## config.mk

```make
export PLATFORM = sky130hd
export DESIGN_NAME = vram_line_drawer
export DESIGN_NICKNAME = d
export VERILOG_FILES = /design/src/rtl/vram_line_drawer.sv
export SDC_FILE = /design/constraint.sdc
export NUM_CORES = 1
export LEC_CHECK = 0
export CAP_MARGIN = 20
export CORE_UTILIZATION = 60
export CTS_BUF_LIST = sky130_fd_sc_hd__clkbuf_4
export DETAILED_ROUTE_END_ITERATION = 6
export GPL_TIMING_DRIVEN = 0
export MAX_ROUTING_LAYER = met4
export PLACE_DENSITY = 0.92
export SLEW_MARGIN = 20
export SYNTH_ARGS = -nofsm -noshare
export SYNTH_HDL_FRONTEND = slang
export SYNTH_SLANG_ARGS = --single-unit
```

## constraint.sdc

```tcl
create_clock -name clk -period 8.7 [get_ports clk]
set_clock_uncertainty 0.15 [all_clocks]
set_input_delay 1.305 -clock clk [delete_from_list [all_inputs] [get_ports clk]]
set_output_delay 1.305 -clock clk [all_outputs]
set_load 0.02 [all_outputs]
```

## src/rtl/vram_line_drawer.sv

```systemverilog
// Touch-driven stroke rasteriser: clears a 16-bit framebuffer, then draws Bresenham lines
// between successive touch samples, issuing one registered VRAM pixel write per clock.
module vram_line_drawer #(
  parameter int          DISPLAY_WIDTH  = 240,
  parameter int          DISPLAY_HEIGHT = 320,
  parameter logic [15:0] BG_COLOR       = 16'h0000
) (
  input  logic                                            clk,
  input  logic                                            rst,
  input  logic                                            touch_valid,
  input  logic [9:0]                                      touch_x,
  input  logic [9:0]                                      touch_y,
  input  logic [15:0]                                     pen_color,
  input  logic                                            clear_req,
  output logic                                            vram_wr_ena,
  output logic [$clog2(DISPLAY_WIDTH*DISPLAY_HEIGHT)-1:0] vram_wr_addr,
  output logic [15:0]                                     vram_wr_data,
  output logic                                            busy
);

  localparam int              VRAM_L     = DISPLAY_WIDTH * DISPLAY_HEIGHT;
  localparam int              AW         = $clog2(VRAM_L);
  localparam logic [9:0]      X_MAX      = 10'(DISPLAY_WIDTH - 1);
  localparam logic [9:0]      Y_MAX      = 10'(DISPLAY_HEIGHT - 1);
  localparam logic [AW-1:0]   LAST_ADDR  = AW'(VRAM_L - 1);
  localparam logic [AW-1:0]   ROW_STRIDE = AW'(DISPLAY_WIDTH);

  typedef enum logic [1:0] {CLEAR, IDLE, LINE} state_t;

  state_t             state_q;
  logic [AW-1:0]      clr_addr_q;
  logic               pen_down_q;
  logic               clr_pend_q;
  logic [9:0]         last_x_q, last_y_q;
  logic [9:0]         x_q, y_q, x1_q, y1_q;
  logic               sx_neg_q, sy_neg_q;
  logic signed [11:0] dx_q, dy_q, err_q;
  logic [15:0]        color_q;
  logic               wr_ena_q;
  logic [AW-1:0]      wr_addr_q;
  logic [15:0]        wr_data_q;
  logic               busy_q;

  logic [9:0]         cx_d, cy_d, x0_d, y0_d, adx_d, ady_d;
  logic signed [11:0] dx_d, dy_d, e2_d, err_d;
  logic               same_pt_d, clr_go_d, at_end_d, step_x_d, step_y_d;
  logic [AW-1:0]      line_addr_d;

  always_comb begin
    cx_d        = (touch_x > X_MAX) ? X_MAX : touch_x;
    cy_d        = (touch_y > Y_MAX) ? Y_MAX : touch_y;
    // With the pen already down the stroke continues from the previous endpoint.
    x0_d        = pen_down_q ? last_x_q : cx_d;
    y0_d        = pen_down_q ? last_y_q : cy_d;
    adx_d       = (cx_d >= x0_d) ? (cx_d - x0_d) : (x0_d - cx_d);
    ady_d       = (cy_d >= y0_d) ? (cy_d - y0_d) : (y0_d - cy_d);
    dx_d        = $signed({2'b00, adx_d});
    dy_d        = -$signed({2'b00, ady_d});
    same_pt_d   = pen_down_q && (cx_d == last_x_q) && (cy_d == last_y_q);
    clr_go_d    = clear_req || clr_pend_q;
    at_end_d    = (x_q == x1_q) && (y_q == y1_q);
    e2_d        = err_q <<< 1;
    step_x_d    = (e2_d >= dy_q);
    step_y_d    = (e2_d <= dx_q);
    err_d       = err_q + (step_x_d ? dy_q : 12'sd0) + (step_y_d ? dx_q : 12'sd0);
    line_addr_d = AW'(y_q) * ROW_STRIDE + AW'(x_q);
  end

  always_ff @(posedge clk or posedge rst) begin
    if (rst) begin
      state_q    <= CLEAR;
      clr_addr_q <= '0;
      pen_down_q <= 1'b0;
      clr_pend_q <= 1'b0;
      last_x_q   <= '0;
      last_y_q   <= '0;
      x_q        <= '0;
      y_q        <= '0;
      x1_q       <= '0;
      y1_q       <= '0;
      sx_neg_q   <= 1'b0;
      sy_neg_q   <= 1'b0;
      dx_q       <= '0;
      dy_q       <= '0;
      err_q      <= '0;
      color_q    <= BG_COLOR;
      wr_ena_q   <= 1'b0;
      wr_addr_q  <= '0;
      wr_data_q  <= BG_COLOR;
      busy_q     <= 1'b1;
    end else begin
      wr_ena_q <= 1'b0;
      if (!touch_valid) pen_down_q <= 1'b0;
      // Remember a clear request; the branch that starts the clear consumes it.
      if (clear_req) clr_pend_q <= 1'b1;

      unique case (state_q)
        CLEAR: begin
          wr_ena_q  <= 1'b1;
          wr_addr_q <= clr_addr_q;
          wr_data_q <= BG_COLOR;
          if (clr_addr_q == LAST_ADDR) begin
            clr_addr_q <= '0;
            if (clr_go_d) begin
              clr_pend_q <= 1'b0;
              pen_down_q <= 1'b0;
            end else begin
              state_q <= IDLE;
              busy_q  <= 1'b0;
            end
          end else begin
            clr_addr_q <= clr_addr_q + AW'(1);
          end
        end

        IDLE: begin
          if (clear_req) begin
            state_q    <= CLEAR;
            busy_q     <= 1'b1;
            clr_addr_q <= '0;
            clr_pend_q <= 1'b0;
            pen_down_q <= 1'b0;
          end else if (touch_valid) begin
            pen_down_q <= 1'b1;
            last_x_q   <= cx_d;
            last_y_q   <= cy_d;
            color_q    <= pen_color;
            if (!same_pt_d) begin
              x_q      <= x0_d;
              y_q      <= y0_d;
              x1_q     <= cx_d;
              y1_q     <= cy_d;
              sx_neg_q <= (cx_d < x0_d);
              sy_neg_q <= (cy_d < y0_d);
              dx_q     <= dx_d;
              dy_q     <= dy_d;
              err_q    <= dx_d + dy_d;
              state_q  <= LINE;
              busy_q   <= 1'b1;
            end
          end
        end

        LINE: begin
          wr_ena_q  <= 1'b1;
          wr_addr_q <= line_addr_d;
          wr_data_q <= color_q;
          if (at_end_d) begin
            if (clr_go_d) begin
              state_q    <= CLEAR;
              clr_addr_q <= '0;
              clr_pend_q <= 1'b0;
              pen_down_q <= 1'b0;
            end else begin
              state_q <= IDLE;
              busy_q  <= 1'b0;
            end
          end else begin
            err_q <= err_d;
            if (step_x_d) x_q <= sx_neg_q ? (x_q - 10'd1) : (x_q + 10'd1);
            if (step_y_d) y_q <= sy_neg_q ? (y_q - 10'd1) : (y_q + 10'd1);
          end
        end

        default: begin
          state_q    <= CLEAR;
          clr_addr_q <= '0;
          busy_q     <= 1'b1;
        end
      endcase
    end
  end

  assign vram_wr_ena  = wr_ena_q;
  assign vram_wr_addr = wr_addr_q;
  assign vram_wr_data = wr_data_q;
  assign busy         = busy_q;

endmodule

```

==> results by group, run 1 <==
Drt
  – Final wirelength: 35.7 mm
  – First drt pass iteration count: 6
  – Remaining antenna violation count: 0
  – DRT iter0 DRCs: 1049
  – DR WL/cell: approximately 19 µm
  – DRC: 0
  – DR vias: around 12000
  – Drt via density: about 6.2

Timing
  – Slew margin rel.: roughly two fifths
  – Worst slew pin tran: roughly 900 ps
  – Final setup viols: 0
  – Worst Hold Margin: about 350 ps
  – RSZ-0062 raised after global routing: no
  – Fmax: 121 MHz
  – Final hold viol count: 0
  – Minimum clock period: a little over 8000 ps
  – Period utilization: a little over nine tenths
  – Pins Over Slew Limit: 0

Clock tree
  – CTS clock-pin slew for the worst setup and hold paths: ~160 ps
  – Clk sinks: about 170
  – CTS root buffer: clkbuf_4
  – CTS tree: built
  – Skew-Pair Late Insertion Delay: ~600 ps
  – Hold buffers post-CTS: 0
  – Post-CTS sizing: 0
  – H-tree depth: 4
  – CTS Buf Count: 17
  – Max clock buf depth: 2
  – Post-CTS setup buffer count: 0

Global route
  – Vias in the first global route: ~11000
  – First-pass GRT wire length: between 50 and 60 mm
  – Largest net degree at the start of global routing: roughly 100
  – Initial antenna violation count: 1
  – Gr usage total: 34.2%
  – Grt total ovfl: 0

Synthesis
  – Largest family of logic cells by synthesized area: compound AO/OA/AOI/OAI gates
  – Fraction of synthesized area in multiplexers: under 10%
  – Synth cell count leaders: nand2_1, dfrtp_1, o21ai_0
  – Ys Warns: 0
  – Post-synth EDFFs: 0
  – Netlist cell types: between 80 and 90
  – Synth Flop Type: dfrtp_1
  – Synth Cell Area: 13100 µm²
  – Yosys reg bits: 167
  – Count leader, synth: nand2_1
  – Seq/Total Area, Yosys: a little under a third
  – Post-synthesis xor/xnor area fraction: between 8 and 9%
  – Adder-cell share of the synthesized area: about 16%
  – Post-synthesis simple-gate area fraction: roughly 16%
  – Synth area leaders: dfrtp_1, ha_1, fa_1
  – Post-Syn Instances: between 1000 and 1500
  – Post-synthesis compound-gate area fraction: around a fifth
  – Async set-reset flop share out of synthesis: 100%
  – Post-synth top area cell: dfrtp_1
  – Synth top area share: 31.8%
  – Avg Synthesized Cell Area: 8.80 µm²

Critical path
  – CP max FO: 8
  – Endpoint type of the worst setup path: register
  – Critical path arrival: 8620 ps
  – Crit path depth: 27
  – Crit path buf inv count: 3
  – Crit Reg-Reg Endpoint: err_q[10]
  – Max stage delay cell, worst path: clkdlybuf4s50_1
  – R2R depth: 26
  – FF-to-FF setup slack: around 1200 ps
  – Crit Path Class: in2reg
  – Critical Path Start: touch_y[6]
  – Slowest stage delay, CP: between 500 and 600 ps
  – Cell family with most CP delay: compound AO/OA/AOI/OAI gates
  – Type of origin of the critical path: primary input
  – Worst path required time: ~9000 ps
  – Crit path to: err_q[10]
  – R2R Path Start: pen_down_q

Place
  – RD Place Congestion: 0.973
  – Cell count after placement: 1837
  – Placed wire-length estimate: 27.5 mm
  – Port Buffer Count: 73
  – Cell Area, Placed: 14200 µm²

Floorplanning
  – Die X: 150 µm
  – Die ar.: about 22000 µm²
  – Number of cell rows: between 50 and 60
  – Initial Util: between 60 and 70%
  – Core Footprint: 21200 µm²
  – Num ports: 75
  – Die Ht: 150 µm

Cells and area
  – Share of cells above drive strength 1: approximately 6.2%
  – Final net count: ~1800
  – Synthesis-to-layout area growth: 11.0%
  – Final core occ: between 60% and 70%
  – Finished Layout Cells: roughly 1900
  – Final Cell Area: 14500 µm²

Run status
  – Outcome: finished clean

Min path
  – Type of the tightest min-delay check: reg2reg
  – Hold Path Cell Cnt: 2

Job
  – Maxcap violations: 0
-- placed cells by master (no fill, tap or decap), types with 73 or more instances in the layout --
cell type,Yosys,routed
xnor2_1,74,74
a21oi_1,84,84
o21ai_0,137,137
inv_1,124,123
ha_1,108,108
clkdlybuf4s50_1,0,73
dfrtp_1,166,166
nand2_1,181,181
nor2_1,94,94
-- metal layers --
layer | vias to the layer above | track usage [%] | share of wire [%]
met3 | 126 | 5.91 | 8.6
met1 | 5616 | 44.4 | 41
li1 | 5301 | - | -
met4 | 0 | 16.7 | 4.8
met2 | 578 | 51.9 | 45
met5 | - | - | 0
-- how the worst min path moves through the flow --
stage	start	endpoint	slack [ps]
6_report	color_q[4]	color_q[4]	350
4_1_cts	color_q[6]	color_q[6]	350
5_1_grt	color_q[13]	vram_wr_data[13]	370
3_3_place_gp	color_q[8]	color_q[8]	310
3_5_place_dp	color_q[13]	color_q[13]	310
2_1_floorplan	color_q[15]	color_q[15]	300
-- kinds of logic (layout without fill, tap and decap cells) --
logic type,Yosys count,in the layout
XOR/XNOR,119,119
AND/OR/NAND/NOR,444,444
AO/OA/AOI/OAI,383,383
flip-flops,167,167
multiplexers,42,42
buffers and inverters,183,289
adder cells (fa/ha/maj),146,146
other,2,6
-- per-stage QoR --
stage          worst slack, ps  setup TNS (ps)
2_1_floorplan             1450               0
3_3_place_gp              98.9               0
3_5_place_dp             -40.3           -40.3
4_1_cts                    569               0
5_1_grt                   48.8               0
6_report                   415               0
-- registers in the layout, indices dropped and copies added, names as in the netlist, 11 cells and up --
register	count
err_q	11
color_q	16
vram_wr_data	16
dy_q	12
clr_addr_q	17
vram_wr_addr	17
-- cell type report --
| type | count | area (µm²) |
|---|---|---|
| diodes | 2 | 5.00 |
| multi-input cells | 1138 | 8180 |
| clock inverters | 15 | 178 |
| well taps | 275 | 344 |
| fillers | 1570 | 6710 |
| inverters | 125 | 477 |
| flip-flops and latches | 167 | 4180 |
| repair buffers | 74 | 758 |
| clock buffers | 17 | 128 |
| plain buffers | 58 | 254 |
-- worst reg2reg max path, delay by kind of cell, from the launching register on --
| family | cells | cell delay (ps) |
|---|---|---|
| flip-flops | 1 | 520 |
| multiplexers | 1 | 260 |
| AO/OA/AOI/OAI | 11 | 2730 |
| XOR/XNOR | 1 | 100 |
| adder cells (fa/ha/maj) | 4 | 1420 |
| AND/OR/NAND/NOR | 5 | 1050 |
| buffers and inverters | 4 | 1210 |
Power of run 1 is left out: the tool's default activity adds up to more than one toggle a clock period on the data nets, which glitch-free logic cannot reach.
==> run 2: changes to the inputs <==
--- a/config.mk
+++ b/config.mk
@@ -8,6 +8,7 @@
 export CAP_MARGIN = 20
 export CORE_UTILIZATION = 60
 export CTS_BUF_LIST = sky130_fd_sc_hd__clkbuf_4
+export CTS_CLUSTER_DIAMETER = 150
 export DETAILED_ROUTE_END_ITERATION = 6
 export GPL_TIMING_DRIVEN = 0
 export MAX_ROUTING_LAYER = met4
==> results of run 2 <==
Final layout, timing and power as in run 1 (identical DEF).
Power of run 2 is left out for the same reason.
